## src/rtl/native_to_axis_fifo_pkg.sv

```systemverilog
// Shared types and entry layout for the native-video to AXI4-Stream bridge.
package native_axis_pkg;

  typedef enum logic [1:0] {IDLE, PASS, DROP} state_e;

  // Sideband bit positions above the pixel field of a FIFO entry.
  localparam int LAST_BIT = 0;
  localparam int USER_BIT = 1;

  function automatic int entry_width(input int dsize);
    return dsize + 2;
  endfunction

endpackage

```

## src/rtl/native_to_axis_fifo_sync_fifo.sv

```systemverilog
// First-word-fall-through synchronous FIFO; the head entry is visible while not empty.
module sync_fifo_fwft #(
  parameter int WIDTH = 26,
  parameter int DEPTH = 16
) (
  input  logic                     clk_i,
  input  logic                     rst_i,
  input  logic                     push_i,
  input  logic [WIDTH-1:0]         wdata_i,
  input  logic                     pop_i,
  output logic [WIDTH-1:0]         rdata_o,
  output logic                     full_o,
  output logic                     empty_o,
  output logic [$clog2(DEPTH):0]   level_o
);

  localparam int AW = $clog2(DEPTH);

  logic [WIDTH-1:0] mem_q [DEPTH];
  logic [AW:0]      wr_ptr_q, wr_ptr_d;
  logic [AW:0]      rd_ptr_q, rd_ptr_d;
  logic             do_push, do_pop;

  // The extra pointer bit separates full from empty when the addresses match.
  assign empty_o = (wr_ptr_q == rd_ptr_q);
  assign full_o  = (wr_ptr_q[AW] != rd_ptr_q[AW]) &&
                   (wr_ptr_q[AW-1:0] == rd_ptr_q[AW-1:0]);
  assign level_o = wr_ptr_q - rd_ptr_q;

  assign do_pop  = pop_i & ~empty_o;
  assign do_push = push_i & (~full_o | do_pop);

  assign wr_ptr_d = wr_ptr_q + (AW+1)'(do_push);
  assign rd_ptr_d = rd_ptr_q + (AW+1)'(do_pop);

  assign rdata_o = empty_o ? '0 : mem_q[rd_ptr_q[AW-1:0]];

  always_ff @(posedge clk_i) begin
    if (rst_i) begin
      wr_ptr_q <= '0;
      rd_ptr_q <= '0;
    end else begin
      wr_ptr_q <= wr_ptr_d;
      rd_ptr_q <= rd_ptr_d;
    end
  end

  always_ff @(posedge clk_i) begin
    if (do_push) mem_q[wr_ptr_q[AW-1:0]] <= wdata_i;
  end

endmodule

```

## src/rtl/native_to_axis_fifo.sv

```systemverilog
// Native vsync/de video to AXI4-Stream video with FIFO backpressure,
// whole-frame forwarding and line-length checking.
module native_to_axis_fifo
  import native_axis_pkg::*;
#(
  parameter int    DSIZE       = 24,
  parameter int    FIFO_DEPTH  = 16,
  parameter int    LINE_PIXELS = 1920,
  parameter string VS_POL      = "HIGH"
) (
  input  logic                          clock,
  input  logic                          rst,
  input  logic                          enable,
  input  logic                          vsync,
  input  logic                          hsync,
  input  logic                          de,
  input  logic [DSIZE-1:0]              idata,
  input  logic                          clear_err,
  output logic                          aclk,
  output logic                          aclken,
  output logic                          aresetn,
  output logic [DSIZE-1:0]              axi_tdata,
  output logic                          axi_tvalid,
  input  logic                          axi_tready,
  output logic                          axi_tuser,
  output logic                          axi_tlast,
  output logic                          overflow,
  output logic                          line_err,
  output logic [$clog2(FIFO_DEPTH):0]   fifo_level
);

  localparam int           EW       = entry_width(DSIZE);
  localparam int           CW       = $clog2(LINE_PIXELS + 2);
  localparam logic [CW-1:0] CNT_MAX  = CW'(LINE_PIXELS + 1);
  localparam logic [CW-1:0] LINE_CNT = CW'(LINE_PIXELS);
  localparam logic         VS_ACT   = (VS_POL == "LOW") ? 1'b0 : 1'b1;

  logic             vs_q, vs_prev_q, de_q, de_prev_q, line_end_q;
  logic [DSIZE-1:0] data_q;
  state_e           state_q, state_d;
  logic             stg_valid_q, stg_valid_d;
  logic             stg_user_q, stg_user_d;
  logic [DSIZE-1:0] stg_data_q, stg_data_d;
  logic             sof_pend_q, sof_pend_d;
  logic [CW-1:0]    cnt_q, cnt_d;
  logic             overflow_q, overflow_d;
  logic             line_err_q, line_err_d;

  logic             sof_evt, accept, push_req, push_ok, drop, load, fifo_pop;
  logic             fifo_full, fifo_empty;
  logic [EW-1:0]    fifo_wdata, fifo_rdata;
  logic             unused_hsync;

  assign unused_hsync = hsync;

  assign aclk    = clock;
  assign aclken  = enable;
  assign aresetn = ~rst;

  assign sof_evt  = vs_prev_q & ~vs_q;
  assign accept   = (state_q == PASS) | sof_evt;
  // A staged pixel leaves when the next pixel arrives or once the line end is known.
  assign push_req = stg_valid_q & (line_end_q | de_q);
  assign fifo_pop = axi_tvalid & axi_tready;
  assign push_ok  = push_req & (~fifo_full | fifo_pop);
  assign drop     = push_req & ~push_ok;
  assign load     = accept & de_q & ~drop;

  always_comb begin
    fifo_wdata                  = '0;
    fifo_wdata[DSIZE-1:0]       = stg_data_q;
    fifo_wdata[DSIZE+LAST_BIT]  = line_end_q;
    fifo_wdata[DSIZE+USER_BIT]  = stg_user_q;
  end

  always_comb begin
    state_d     = state_q;
    stg_valid_d = stg_valid_q;
    stg_user_d  = stg_user_q;
    stg_data_d  = stg_data_q;
    sof_pend_d  = sof_pend_q;
    cnt_d       = cnt_q;
    overflow_d  = overflow_q;
    line_err_d  = line_err_q;

    if (clear_err) begin
      overflow_d = 1'b0;
      line_err_d = 1'b0;
    end

    if (sof_evt) begin
      sof_pend_d = 1'b1;
      cnt_d      = '0;
    end
    if (line_end_q) cnt_d = '0;

    if (push_ok) stg_valid_d = 1'b0;

    if (load) begin
      stg_valid_d = 1'b1;
      stg_data_d  = data_q;
      stg_user_d  = sof_pend_q | sof_evt;
      sof_pend_d  = 1'b0;
      if (sof_evt | line_end_q) cnt_d = CW'(1);
      else if (cnt_q != CNT_MAX) cnt_d = cnt_q + CW'(1);
    end

    if (push_ok && line_end_q && state_q == PASS && cnt_q != LINE_CNT) line_err_d = 1'b1;

    case (state_q)
      IDLE:    if (sof_evt) state_d = PASS;
      DROP:    if (sof_evt) state_d = PASS;
      default: state_d = state_q;
    endcase

    // Overflow abandons the rest of the frame; the next frame start resumes forwarding.
    if (drop) begin
      stg_valid_d = 1'b0;
      overflow_d  = 1'b1;
      state_d     = DROP;
    end
  end

  always_ff @(posedge clock) begin
    if (rst) begin
      vs_q        <= 1'b0;
      vs_prev_q   <= 1'b0;
      de_q        <= 1'b0;
      de_prev_q   <= 1'b0;
      line_end_q  <= 1'b0;
      data_q      <= '0;
      state_q     <= IDLE;
      stg_valid_q <= 1'b0;
      stg_user_q  <= 1'b0;
      stg_data_q  <= '0;
      sof_pend_q  <= 1'b0;
      cnt_q       <= '0;
      overflow_q  <= 1'b0;
      line_err_q  <= 1'b0;
    end else begin
      vs_q        <= (vsync == VS_ACT);
      vs_prev_q   <= vs_q;
      de_q        <= de & enable;
      de_prev_q   <= de_q;
      line_end_q  <= de_prev_q & ~de_q;
      data_q      <= idata;
      state_q     <= state_d;
      stg_valid_q <= stg_valid_d;
      stg_user_q  <= stg_user_d;
      stg_data_q  <= stg_data_d;
      sof_pend_q  <= sof_pend_d;
      cnt_q       <= cnt_d;
      overflow_q  <= overflow_d;
      line_err_q  <= line_err_d;
    end
  end

  sync_fifo_fwft #(
    .WIDTH (EW),
    .DEPTH (FIFO_DEPTH)
  ) u_fifo (
    .clk_i   (clock),
    .rst_i   (rst),
    .push_i  (push_ok),
    .wdata_i (fifo_wdata),
    .pop_i   (fifo_pop),
    .rdata_o (fifo_rdata),
    .full_o  (fifo_full),
    .empty_o (fifo_empty),
    .level_o (fifo_level)
  );

  assign axi_tvalid = ~fifo_empty;
  assign axi_tdata  = fifo_rdata[DSIZE-1:0];
  assign axi_tuser  = fifo_rdata[DSIZE+USER_BIT];
  assign axi_tlast  = fifo_rdata[DSIZE+LAST_BIT];
  assign overflow   = overflow_q;
  assign line_err   = line_err_q;

endmodule
```

## config.mk

```make
export PLATFORM = sky130hd
export DESIGN_NAME = native_to_axis_fifo
export DESIGN_NICKNAME = d
export VERILOG_FILES = /design/src/rtl/native_to_axis_fifo_pkg.sv /design/src/rtl/native_to_axis_fifo_sync_fifo.sv /design/src/rtl/native_to_axis_fifo.sv
export SDC_FILE = /design/constraint.sdc
export NUM_CORES = 1
export LEC_CHECK = 0
export BUFFER_PORTS_ARGS = -buffer_cell sky130_fd_sc_hd__buf_2
export CAP_MARGIN = 20
export CORE_MARGIN = 2
export CORE_UTILIZATION = 45
export DETAILED_ROUTE_END_ITERATION = 8
export PLACE_DENSITY = 0.72
export SLEW_MARGIN = 20
export SYNTH_ARGS = -nofsm -noshare
export SYNTH_HDL_FRONTEND = slang
export SYNTH_SLANG_ARGS = --single-unit
```

## constraint.sdc

```tcl
create_clock -name clock -period 5.4 [get_ports clock]
set_input_delay 0.54 -clock clock [delete_from_list [all_inputs] [get_ports clock]]
set_output_delay 0.54 -clock clock [all_outputs]
set_load 0.005 [all_outputs]
```

==> metrics.md <==
| Metric | Value |
|---|---|
| Clock tree skew after final layout | `about 0.030 ns` |
| Port Buf Inserts | `67` |
| Number of nets in the final layout | `around 1100` |
| Number of different library cells in the post-synthesis netlist | `48` |
| Height of the die | `around 210 um` |
| Most used standard cells in the synthesized netlist | `416 x sky130_fd_sc_hd__edfxtp_1, 104 x sky130_fd_sc_hd__mux4_2, 81 x sky130_fd_sc_hd__dfxtp_1` |
| Status | `complete, no violations` |
| Number of enable flip-flop cells after synthesis | `about 420` |
| Growth of design area from synthesis to finish | `14.2%` |
| Final-report hold violation count | `0` |
| Die X-Extent | `approximately 210 um` |
| Static power due to leakage | `slightly above 7 nW` |
| Antenna diodes | `0` |
| Maximum fanout along the worst path | `58` |
| Core region area | `around 42000 um2` |
| Global router's overall resource usage | `0.171` |
| Detailed Route WL | `roughly 38000 um` |
| CP Data Required Time | `~4.9 ns` |
| Detailed Place HPWL | `20000 um` |
| Final Max Tran Viols | `0` |
| Proportion of synthesized chip area in sequential cells | `0.741` |
| Average detailed-routed wire length per instance | `between 20 and 25 um` |
| Starting Density | `0.455` |
| Final total negative setup slack | `0 ns` |
| Detail-routed via count per cell | `5.69` |
| Number of global-route vias before repair | `roughly 9700` |
| Worst slack, placed | `about 1.7 ns` |
| Number of setup buffers added after CTS | `0` |
| Fmax | `between 0.2 and 0.25 GHz` |
| Async set or reset register ratio after synthesis | `0` |
| Hold path depth | `2` |
| CP Capture Type | `output pin` |
| Post-route worst setup slack | `around 1.4 ns` |
| CTS clock-pin slew for the worst setup and hold paths | `approximately 0.06 ns` |
| R2R depth | `5` |
| Count of standard-cell rows | `75` |
| Number of inserted filler cells in the final layout | `about 3300` |
| Ratio of final minimum period to clock period | `0.746` |
| Primary flip-flop cell chosen by synthesis mapping | `sky130_fd_sc_hd__edfxtp_1` |
| Post-cts gate resize count | `0` |
| Initial antenna violation count | `0` |
| Most area-consuming cells after synthesis | `sky130_fd_sc_hd__edfxtp_1 66%, sky130_fd_sc_hd__mux4_2 12%, sky130_fd_sc_hd__dfxtp_1 8.5%` |
| Setup Crit Path Kind | `flop to output pin` |
| Antenna violation net count after detailed routing | `0` |
| Initial detailed-routing violation count | `a little under 900` |
| TritonCTS clock tree | `built` |
| Setup violators final | `0` |
| Total number of vias | `about 9400` |
| Nature of the critical path startpoint | `flop` |
| Mapped Area | `~19000 um2` |
| Synthesized instance count | `1005` |
| Layout cells sized above 1 | `0.259` |
| Worst endpoint data arrival time | `approximately 3.5 ns` |
| Hold buffers post-CTS | `0` |
| Total congestion overflow | `0` |
| 1st-pass router iterations | `5` |
| Global-route wire length before repair | `~57000 um` |
| Total nets after synthesis | `around 1000` |
| Clock latency at the later pin of the worst-skew pair | `between 0.6 and 0.7 ns` |
| P per Cell Area | `approximately 350 nW/um2` |
| Number of storage elements in the synthesis netlist | `about 500` |
| Die Area | `between 40000 and 50000 um2` |
| Transition time of the tightest slew-check pin | `1.12 ns` |
| Top-Level Pins | `around 70` |
| Proportion of netlist area held by the largest area contributor | `0.656` |
| Syn Area/Cell | `roughly 19 um2` |
| Number of remaining DRC errors | `0` |
| Routability congestion estimate from global placement | `around 0.76` |
| Min-delay worst type | `input pin to flop` |
| Unrepaired setup endpoints after global routing | `no` |
| Max-cap violation count | `0` |
| Worst slew slack as a fraction of its limit | `0.252` |
| Maximum number of pins on one net before global-route repair | `73` |
| Min cycle time layout | `4.03 ns` |
| Worst voltage drop across the vdd grid | `between 0.0002 and 0.00025 V` |
| Cell with the most instances after synthesis | `sky130_fd_sc_hd__edfxtp_1` |
| Most area-hungry cell type in the Yosys netlist | `sky130_fd_sc_hd__edfxtp_1` |
| Synth warn | `0` |
[cells by family (layout without fill, tap and decap cells)]
family | Yosys count | in the layout | share of synthesized area
compound gates | 108 | 108 | 0.0334
flops | 497 | 497 | 0.741
simple gates | 144 | 144 | 0.0421
xor+xnor | 11 | 11 | 0.00545
fa+ha+maj | 12 | 12 | 0.00828
buf+inv | 75 | 190 | 0.0183
mux | 158 | 158 | 0.151
[per-stage QoR]
stage	hold WS (ns)	cells	area (um2)	util	power, mW
floorplan	0.429	1005	19000	-	4.26
global placement	0.437	1564	20000	0.477	4.28
detailed placement	0.438	1564	20000	0.477	4.28
CTS	0.0699	1654	21600	0.517	7.65
global route	0.0802	1659	21700	0.520	7.81
finish	0.0773	1659	21700	0.520	7.60
[final cells by class]
class	instances	area (um2)	share of cell area
flip-flops and latches	497	14100	0.649
well taps	539	674	0.0310
clock buffers	60	1390	0.0637
inverters	14	53.8	0.00247
repair buffers	85	551	0.0253
clock inverters	31	267	0.0123
multi-input cells	433	4690	0.216
[where the power goes]
| group | leakage, nW | switching, mW | total [mW] | internal, mW |
|---|---|---|---|---|
| registers | 4.29 | 0.0119 | 4.13 | 4.11 |
| logic | 2.09 | 0.0333 | 0.0632 | 0.0299 |
| clock network | 0.821 | 1.39 | 3.41 | 2.02 |
[per-layer routing]
layer,track usage,up-vias,share of wire
met3,0.0268,65,0.055
met2,0.278,292,0.48
met5,0,-,0
met4,0.0531,0,0.023
li1,-,4202,-
met1,0.241,4876,0.44
[worst paths after layout]
check | startpoint | to | slack, ns
worst min register to register | data_q[7] | stg_data_q[7] | 0.44
worst max-delay path | u_fifo.rd_ptr_q[1] | axi_tdata[21] | 1.37
worst max register to register | u_fifo.wr_ptr_q[2] | u_fifo.mem_q[4][5] | 1.71
worst min-delay path | idata[1] | data_q[1] | 0.08
[state kept, by name, summed over array words and instances, names as in the netlist, 2 cells and up]
register	cells
u_fifo.mem_q	416
data_q	24
stg_data_q	24
cnt_q	11
u_fifo.rd_ptr_q	5
u_fifo.wr_ptr_q	5
state_q	2
[placed cells by master (no fill, tap or decap), drive strengths merged, types with 2 or more instances in the layout]
cell    synthesis  layout
a31oi           2       2
xor2            4       4
nor2b          32      32
ha             11      11
a21o            2       2
clkinv          0      25
nand2b          7       7
inv            14      15
edfxtp        416     416
mux2i          54      54
nand2           7       7
xnor2           7       7
nor2           26      26
o31ai           5       5
nand3          36      36
and4            3       3
a211oi          2       2
buf            30      86
dfxtp          81      81
o21ai          27      27
and3            6       6
or3             3       3
nand4           6       6
o22ai          26      26
or4             6       6
o311ai          2       2
clkbuf         31      59
bufinv          0       4
mux4          104     104
a21oi          36      36
nor3            8       8
[worst max-delay path: stages (launching register included)]
cell and delay (ns):
sky130_fd_sc_hd__dfxtp_4 0.34, sky130_fd_sc_hd__buf_4 0.62, sky130_fd_sc_hd__buf_4 0.80, sky130_fd_sc_hd__mux4_2 0.36, sky130_fd_sc_hd__mux2i_1 0.08, sky130_fd_sc_hd__o22ai_1 0.38
sky130_fd_sc_hd__buf_2 0.19
Power figures use the tool's default switching activity.
